File: config.mk
export PLATFORM = sky130hd
export DESIGN_NAME = mux_na1_arb
export DESIGN_NICKNAME = d
export VERILOG_FILES = /design/src/rtl/mux_na1_arb.sv
export SDC_FILE = /design/constraint.sdc
export NUM_CORES = 1
export LEC_CHECK = 0
export CORE_UTILIZATION = 40
export CTS_CLUSTER_DIAMETER = 120
export DETAILED_ROUTE_END_ITERATION = 16
export GPL_TIMING_DRIVEN = 0
export PLACE_DENSITY_LB_ADDON = 0.1
export SLEW_MARGIN = 20
export SYNTH_ARGS = -nofsm -noshare
export SYNTH_HDL_FRONTEND = slang
export SYNTH_SLANG_ARGS = --single-unit
File: constraint.sdc
create_clock -name clk -period 4.3 [get_ports clk]
set_clock_uncertainty 0.1 [all_clocks]
set_input_delay 0.645 -clock clk [delete_from_list [all_inputs] [get_ports clk]]
set_output_delay 0.645 -clock clk [all_outputs]
set_load 0.01 [all_outputs]
File: src/rtl/mux_na1_arb.sv
// mux_na1_arb: N-to-1 channel multiplexer with a single registered output
// stage. Mode 0 serves a fixed selector; mode 1 arbitrates round-robin among
// valid channels. Each capture is signalled by a one-hot ack.
module mux_na1_arb #(
  parameter int  CHANNELS = 4,
  parameter int  DATA_W   = 2,
  localparam int SEL_W    = $clog2(CHANNELS)
) (
  input  logic                       clk,
  input  logic                       reset,
  input  logic                       mode,
  input  logic [SEL_W-1:0]           selector,
  input  logic [CHANNELS-1:0]        valid_in,
  input  logic [CHANNELS*DATA_W-1:0] data_in,
  input  logic                       ready_out,
  output logic [CHANNELS-1:0]        ack,
  output logic                       valid_out,
  output logic [DATA_W-1:0]          data_out,
  output logic [SEL_W-1:0]           chan_out,
  output logic                       sel_err
);

  // Selector space rounded up to a power of two so an out-of-range index
  // reads a constant-zero valid bit instead of running off the vector.
  localparam int NPOW = 1 << SEL_W;

  // Output stage and arbitration state
  logic              valid_q, valid_d;
  logic [DATA_W-1:0] data_q, data_d;
  logic [SEL_W-1:0]  chan_q, chan_d;
  logic [SEL_W-1:0]  ptr_q, ptr_d;
  logic              sel_err_q, sel_err_d;

  // Arbitration intermediates
  logic              load;
  logic              sel_in_range;
  logic              fx_valid;
  logic              rr_valid;
  logic [SEL_W-1:0]  rr_idx;
  logic              grant_valid;
  logic [SEL_W-1:0]  grant_idx;
  logic [DATA_W-1:0] grant_data;
  logic [NPOW-1:0]   valid_ext;
  logic [DATA_W-1:0] chan_data [CHANNELS];
  logic [SEL_W-1:0]  rot_idx   [CHANNELS];
  logic [CHANNELS-1:0] rot_valid;

  // The stage can take a new word when empty or being drained this cycle.
  assign load         = !valid_q || ready_out;
  assign valid_ext    = NPOW'(valid_in);
  assign sel_in_range = ({1'b0, selector} < (SEL_W+1)'(CHANNELS));
  assign fx_valid     = sel_in_range && valid_ext[selector];

  // Unpack channel data and build the round-robin scan order starting at ptr.
  // ptr is always < CHANNELS, so one conditional subtract gives the modulo.
  for (genvar gi = 0; gi < CHANNELS; gi++) begin : g_chan
    logic [SEL_W:0] sum;
    assign chan_data[gi] = data_in[gi*DATA_W +: DATA_W];
    assign sum           = {1'b0, ptr_q} + (SEL_W+1)'(gi);
    assign rot_idx[gi]   = (sum >= (SEL_W+1)'(CHANNELS))
                         ? SEL_W'(sum - (SEL_W+1)'(CHANNELS))
                         : sum[SEL_W-1:0];
    assign rot_valid[gi] = valid_ext[rot_idx[gi]];
  end

  // Round-robin: the first valid channel in scan order (lowest offset) wins.
  always_comb begin
    rr_valid = 1'b0;
    rr_idx   = '0;
    for (int k = CHANNELS - 1; k >= 0; k--) begin
      if (rot_valid[k]) begin
        rr_valid = 1'b1;
        rr_idx   = rot_idx[k];
      end
    end
  end

  // Pick the grant source by mode and mux out the granted channel's data.
  always_comb begin
    grant_valid = mode ? rr_valid : fx_valid;
    grant_idx   = mode ? rr_idx   : selector;
    grant_data  = '0;
    for (int k = 0; k < CHANNELS; k++) begin
      if (grant_idx == SEL_W'(k)) grant_data = chan_data[k];
    end
  end

  // One-hot ack: only when the stage loads, and never while in reset.
  for (genvar gi = 0; gi < CHANNELS; gi++) begin : g_ack
    assign ack[gi] = !reset && load && grant_valid && (grant_idx == SEL_W'(gi));
  end

  // Next-state for the output stage, the rotation pointer and the error flag.
  always_comb begin
    valid_d   = valid_q;
    data_d    = data_q;
    chan_d    = chan_q;
    ptr_d     = ptr_q;
    sel_err_d = sel_err_q;
    if (load) begin
      valid_d = grant_valid;
      if (grant_valid) begin
        data_d = grant_data;
        chan_d = grant_idx;
      end
      if (mode && grant_valid) begin
        ptr_d = (grant_idx == SEL_W'(CHANNELS - 1)) ? '0 : grant_idx + SEL_W'(1);
      end
      if (!mode && !sel_in_range) begin
        sel_err_d = 1'b1;
      end
    end
  end

  // State registers; reset discards any in-flight word immediately.
  always_ff @(posedge clk or posedge reset) begin
    if (reset) begin
      valid_q   <= 1'b0;
      data_q    <= '0;
      chan_q    <= '0;
      ptr_q     <= '0;
      sel_err_q <= 1'b0;
    end else begin
      valid_q   <= valid_d;
      data_q    <= data_d;
      chan_q    <= chan_d;
      ptr_q     <= ptr_d;
      sel_err_q <= sel_err_d;
    end
  end

  assign valid_out = valid_q;
  assign data_out  = data_q;
  assign chan_out  = chan_q;
  assign sel_err   = sel_err_q;

endmodule
; Yosys cells after proc, flatten, opt, wreduce, memory -nomap -nowiden
; Cells that the tools add are included.
; W data, S select, Z words.
[totals]
word_cells = 66
input_bits = 18
reg_bits = 7
[op_classes]
muxes = 29
n_eq_ne = 3
reduce_logical = 13
add_sub_neg = 8
n_lt_le_gt_ge = 9
[ops]
columns = cell, n
row1 = $mux W2, 14
row2 = $lt A2 B3 Y1 const B, 5
row3 = $bmux W1 S2, 5
row4 = $mux W1, 10
row5 = $ge A3 B3 Y1 const B, 3
row6 = $sub A2 B1 Y2 const B, 4
row7 = $logic_and A1 B1 Y1, 7
row8 = $add A2 B2 Y3 const B, 2
row9 = $eq A2 B2 Y1 const B, 2
row10 = $reduce_and A2 Y1, 2
row11 = $add A2 B1 Y3 const B, 1
row12 = $ge A2 B3 Y1 const B, 1
row13 = $add A2 B1 Y2 const B, 1
row14 = $eq A2 B1 Y1 const B, 1
row15 = $logic_not A1 Y1, 2
row16 = $logic_not A2 Y1, 1
row17 = $logic_or A1 B1 Y1, 1

; Longest topological paths before layout
[depth]
ltp_word = 15
depth_mapped = 9
mapped_depth_nobuf = 9

; Least setup slack after synthesis
; No wires, ideal clock.
[synth_timing]
path_type = input to output
startpoint = in valid_in[1]
endpoint = out ack[2]
arrival_ns = 2.179
setup_slack_ns = 1.376
path_stages = 6
t_required_ns = 3.555
path_cell_list = or2_1 -> a2111o_1 -> nand4b_1 -> a21boi_0 -> ha_1 -> nor3b_1
[synth_between]
elab_chain_len = 9
elab_cells_between_ends = 23
[synth_lines]
columns = element, line
row1 = from (decl), 13  ; input logic [CHANNELS-1:0] valid_in,
row2 = $bmux W1 S2, 63  ; assign rot_valid[gi] = valid_ext[rot_idx[gi]];
row3 = $mux W1 (implied by the code), 63
row4 = $mux W2 or $mux W1 (tied branches) (4 in series), 71  ; if (rot_valid[k]) begin
row5 = $mux W2 or $mux W1 (tied branches), "81, 80"
row6 = $eq A2 B2 Y1 or $logic_and A1 B1 Y1 (tied branches), 90  ; assign ack[gi] = !reset && load && grant_valid && (grant_idx == SEL_W'(gi));
row7 = $logic_and A1 B1 Y1 (*), 90
row8 = to (decl), 16  ; output logic [CHANNELS-1:0] ack,
; Mark *: on every way between the ends. The rest lies on a longest branch, timed or not. The select of a mux whose other input is x is not followed.

; Worst setup path after layout
[layout_timing]
startpoint = in valid_in[3]
endpoint = out ack[2]
; The elaborated chain is that of the path after synthesis.

==> qor.json <==
{
  "max_root_sink_buffers": {"value": 2},
  "report.final.hold_viol_count": {"value": 0},
  "timing.setup.critical_path_class": {"value": "in -> out"},
  "dr_total_vias": {"value": 636},
  "number_of_inserted_diodes": {"value": 0},
  "main_synth_ff_type": {"value": "sky130_fd_sc_hd__dfrtp_1"},
  "grt_overflow": {"value": 0},
  "cts.hold.buffers_added": {"value": 0},
  "timing.final.crit_period": {"value": 4080, "unit": "ps"},
  "net_switching_power": {"value": 0.000128, "unit": "W"},
  "power_switching_share": {"value": 34.6, "unit": "%"},
  "grt_antenna_before_repair": {"value": 0},
  "routedWlPerCell": {"value": 12.0, "unit": "um"},
  "yosysWarningCount": {"value": 0},
  "post-place-cells": {"value": 115},
  "setup-tns-final": {"value": 0, "unit": "ps"},
  "power.leakage": {"value": 0.438, "unit": "nW"},
  "power_frac_comb": {"value": 52.7, "unit": "%"},
  "first_iter_violations": {"value": 8},
  "tritoncts.num_buffers": {"value": 3},
  "dpl-instance-area": {"value": 966, "unit": "um2"},
  "dp_slack": {"value": 235, "unit": "ps"},
  "drc": {"value": 4},
  "ys_top_cells_by_area": {"value": "sky130_fd_sc_hd__dfrtp_1 26%, sky130_fd_sc_hd__ha_1 7.3%, sky130_fd_sc_hd__mux2_4 6.6%"},
  "netlist_area": {"value": 686, "unit": "um2"},
  "p_seq_share": {"value": 31.9, "unit": "%"},
  "reg2reg_from": {"value": "ptr_q[1]"},
  "worstPathRequired": {"value": 3560, "unit": "ps"},
  "run_status": {"value": "finished with violations"},
  "drive_above_1_share": {"value": 11.7, "unit": "%"},
  "grt_pass1_wl": {"value": 2360, "unit": "um"},
  "cp-startpoint": {"value": "valid_in[3]"},
  "avgViaCountPerCell": {"value": 5.34},
  "synthDistinctLibCells": {"value": 31},
  "totalWireLength": {"value": 1430, "unit": "um"},
  "critPathCapture": {"value": "ack[2]"},
  "dr.pass1.iters": {"value": 10},
  "start_util": {"value": 44.0, "unit": "%"},
  "grt_use_total": {"value": 16.7, "unit": "%"},
  "critPathLaunchType": {"value": "primary input"},
  "floorplan.core_area": {"value": 1560, "unit": "um2"},
  "reg2reg_setup_slack": {"value": 1790, "unit": "ps"},
  "synthArstFlopShare": {"value": 100, "unit": "%"},
  "rsz0062_at_grt": {"value": "false"},
  "setup_viol": {"value": 0},
  "post_synth.cell_area_avg": {"value": 9.39, "unit": "um2"},
  "slew_violations": {"value": 0},
  "worst-path-max-fanout": {"value": 9},
  "final_common_cell": {"value": "sky130_fd_sc_hd__clkdlybuf4s50_1"},
  "worst_setup_hold_path_clk_slew": {"value": 50, "unit": "ps"},
  "maxSlewHeadroom": {"value": 66.9, "unit": "%"},
  "tritoncts": {"value": "done"},
  "cts_setup_buffers": {"value": 0},
  "finalNetCount": {"value": 126},
  "drv.max_cap_violation_count": {"value": 0},
  "design.die.area": {"value": 1880, "unit": "um2"},
  "gp_congestion": {"value": 0.746},
  "internal-power": {"value": 0.000243, "unit": "W"},
  "totalPowerFinal": {"value": 0.000371, "unit": "W"},
  "synth-edff-count": {"value": 0},
  "worst_pin_slew": {"value": 493, "unit": "ps"},
  "hpwl_dp": {"value": 1180, "unit": "um"},
  "cp-end-kind": {"value": "primary output"},
  "synthesis.nets": {"value": 95},
  "synthAdderAreaFrac": {"value": 7.30, "unit": "%"},
  "depth_of_the_cts_h_tree": {"value": 1},
  "final_design_area_no_fill": {"value": 992, "unit": "um2"},
  "synth_mux_area_share": {"value": 15.3, "unit": "%"},
  "worstPathArrival": {"value": 3330, "unit": "ps"},
  "peakVddDrop": {"value": 130, "unit": "uV"},
  "power_frac_clock": {"value": 15.5, "unit": "%"},
  "antenna_left": {"value": 0},
  "synth-seq-cells": {"value": 7},
  "synth_top_area_share": {"value": 25.5, "unit": "%"},
  "synth-seq-area-share": {"value": 25.5, "unit": "%"},
  "mostFrequentLayoutCells": {"value": "26 x sky130_fd_sc_hd__clkdlybuf4s50_1, 9 x sky130_fd_sc_hd__inv_1, 7 x sky130_fd_sc_hd__a21oi_1, 7 x sky130_fd_sc_hd__dfrtp_1"},
  "post_layout_nonfiller_instances": {"value": 119},
  "cts-root-buf": {"value": "sky130_fd_sc_hd__clkbuf_4"},
  "row_count": {"value": 14},
  "areaGrowthSynthToFinish": {"value": 44.7, "unit": "%"},
  "largest_net_degree_at_the_start_of_global_routing": {"value": 10},
  "boundaryPins": {"value": 28},
  "worstHoldPathType": {"value": "reg -> reg"},
  "gate_count_post_synth": {"value": 73},
  "via_count_of_the_first_global_routing_pass": {"value": 572},
  "power_density": {"value": 374, "unit": "nW/um2"},
  "failed_checks": {"value": "DRC"},
  "max_freq": {"value": 245, "unit": "MHz"},
  "portBuffers": {"value": 26},
  "dieHeight": {"value": 43.4, "unit": "um"},
  "postLayoutSetupSlackWorst": {"value": 225, "unit": "ps"},
  "clkSinkCount": {"value": 7},
  "synthSimpleGateAreaFrac": {"value": 23.4, "unit": "%"},
  "synthXorXnorAreaFrac": {"value": 0, "unit": "%"},
  "hold_path_start": {"value": "data_out[0]"},
  "combinational_family_with_the_most_area_after_synthesis": {"value": "simple AND/OR/NAND/NOR gates"},
  "final_min_period_over_clock_period": {"value": 94.8, "unit": "%"},
  "synth_top_area_cell": {"value": "sky130_fd_sc_hd__dfrtp_1"},
  "ff2ff_path_depth": {"value": 9},
  "synth_compound_gate_area_share": {"value": 19.0, "unit": "%"},
  "cts_resized": {"value": 0},
  "floorplan.die.width": {"value": 43.4, "unit": "um"},
  "clock_insertion_delay_at_the_later_pin_of_the_skew_report": {"value": 240, "unit": "ps"},
  "regToRegEndpoint": {"value": "data_out[0]"}
}
## worst min-delay path by stage
stage / end / depth (start not counted)
finish: data_out[0] / 1
global route: data_out[0] / 1
CTS: data_out[0] / 1
detailed placement: data_out[0] / 1
global placement: data_out[1] / 1
floorplan: chan_out[0] / 1
## cell families (layout without fill, tap and decap cells)
logic type | count (synthesis) | after routing
buffers and inverters | 11 | 41
AOI/OAI and AO/OA | 20 | 20
and+or+nand+nor | 24 | 24
other | 1 | 1
muxes | 6 | 6
adders and majority gates | 4 | 4
DFF | 7 | 7
## worst max-delay path: stages
cell,delay [ps]
sky130_fd_sc_hd__clkdlybuf4s50_1,540
sky130_fd_sc_hd__or2_1,270
sky130_fd_sc_hd__a2111o_1,390
sky130_fd_sc_hd__nand4b_1,150
sky130_fd_sc_hd__a21boi_0,280
sky130_fd_sc_hd__ha_1,290
sky130_fd_sc_hd__nor3b_1,200
sky130_fd_sc_hd__clkdlybuf4s50_1,560
## power groups by stage
stage / registers, W / logic [W] / clock network, W
final: 0.000118 / 0.000195 / 0.0000573
after global routing: 0.000121 / 0.000215 / 0.0000645
after CTS: 0.000119 / 0.000197 / 0.0000610
after detailed placement: 0.000118 / 0.000197 / 0
after global placement: 0.000116 / 0.000194 / 0
after floorplan: 0.000118 / 0.000114 / 0
## through the flow
step | hold WS, ps | util (%)
floorplan | 348 | -
global placement | 397 | 62.0
detailed placement | 406 | 62.0
CTS | 427 | 63.6
global route | 429 | 63.6
finish | 424 | 63.6
## flip-flops by register name, summed over array words and instances (netlist names)
| name | count |
|---|---|
| valid_out | 1 |
| chan_out | 2 |
| ptr_q | 2 |
| data_out | 2 |
## routing by layer
metal	global-route usage [%]	vias up	share of wire [%]
li1	-	321	-
met1	22.5	300	48
met2	26.1	13	46
met3	0.417	2	3.6
met4	11.3	0	1.4
met5	0	-	0
## final cells by class
cell class	instances	area (um2)
Buffer	2	27.5
Clock buffer	4	26.3
Fill cell	145	567
Inverter	9	33.8
Multi-Input combinational cell	55	449
Sequential cell	7	175
Tap cell	16	20.0
Timing Repair Buffer	26	260
## cell usage after synthesis, types with 2 or more instances
master	number
sky130_fd_sc_hd__o21ai_0	4
sky130_fd_sc_hd__nand2_1	5
sky130_fd_sc_hd__nand4b_1	2
sky130_fd_sc_hd__a21oi_1	7
sky130_fd_sc_hd__ha_1	4
sky130_fd_sc_hd__nor2_1	2
sky130_fd_sc_hd__o31ai_1	2
sky130_fd_sc_hd__a22o_1	2
sky130_fd_sc_hd__inv_1	9
sky130_fd_sc_hd__or2b_1	2
sky130_fd_sc_hd__mux2_4	3
sky130_fd_sc_hd__nor3b_1	5
sky130_fd_sc_hd__nand2b_1	2
sky130_fd_sc_hd__dfrtp_1	7
Note: power is estimated with default switching activity, not from simulation.
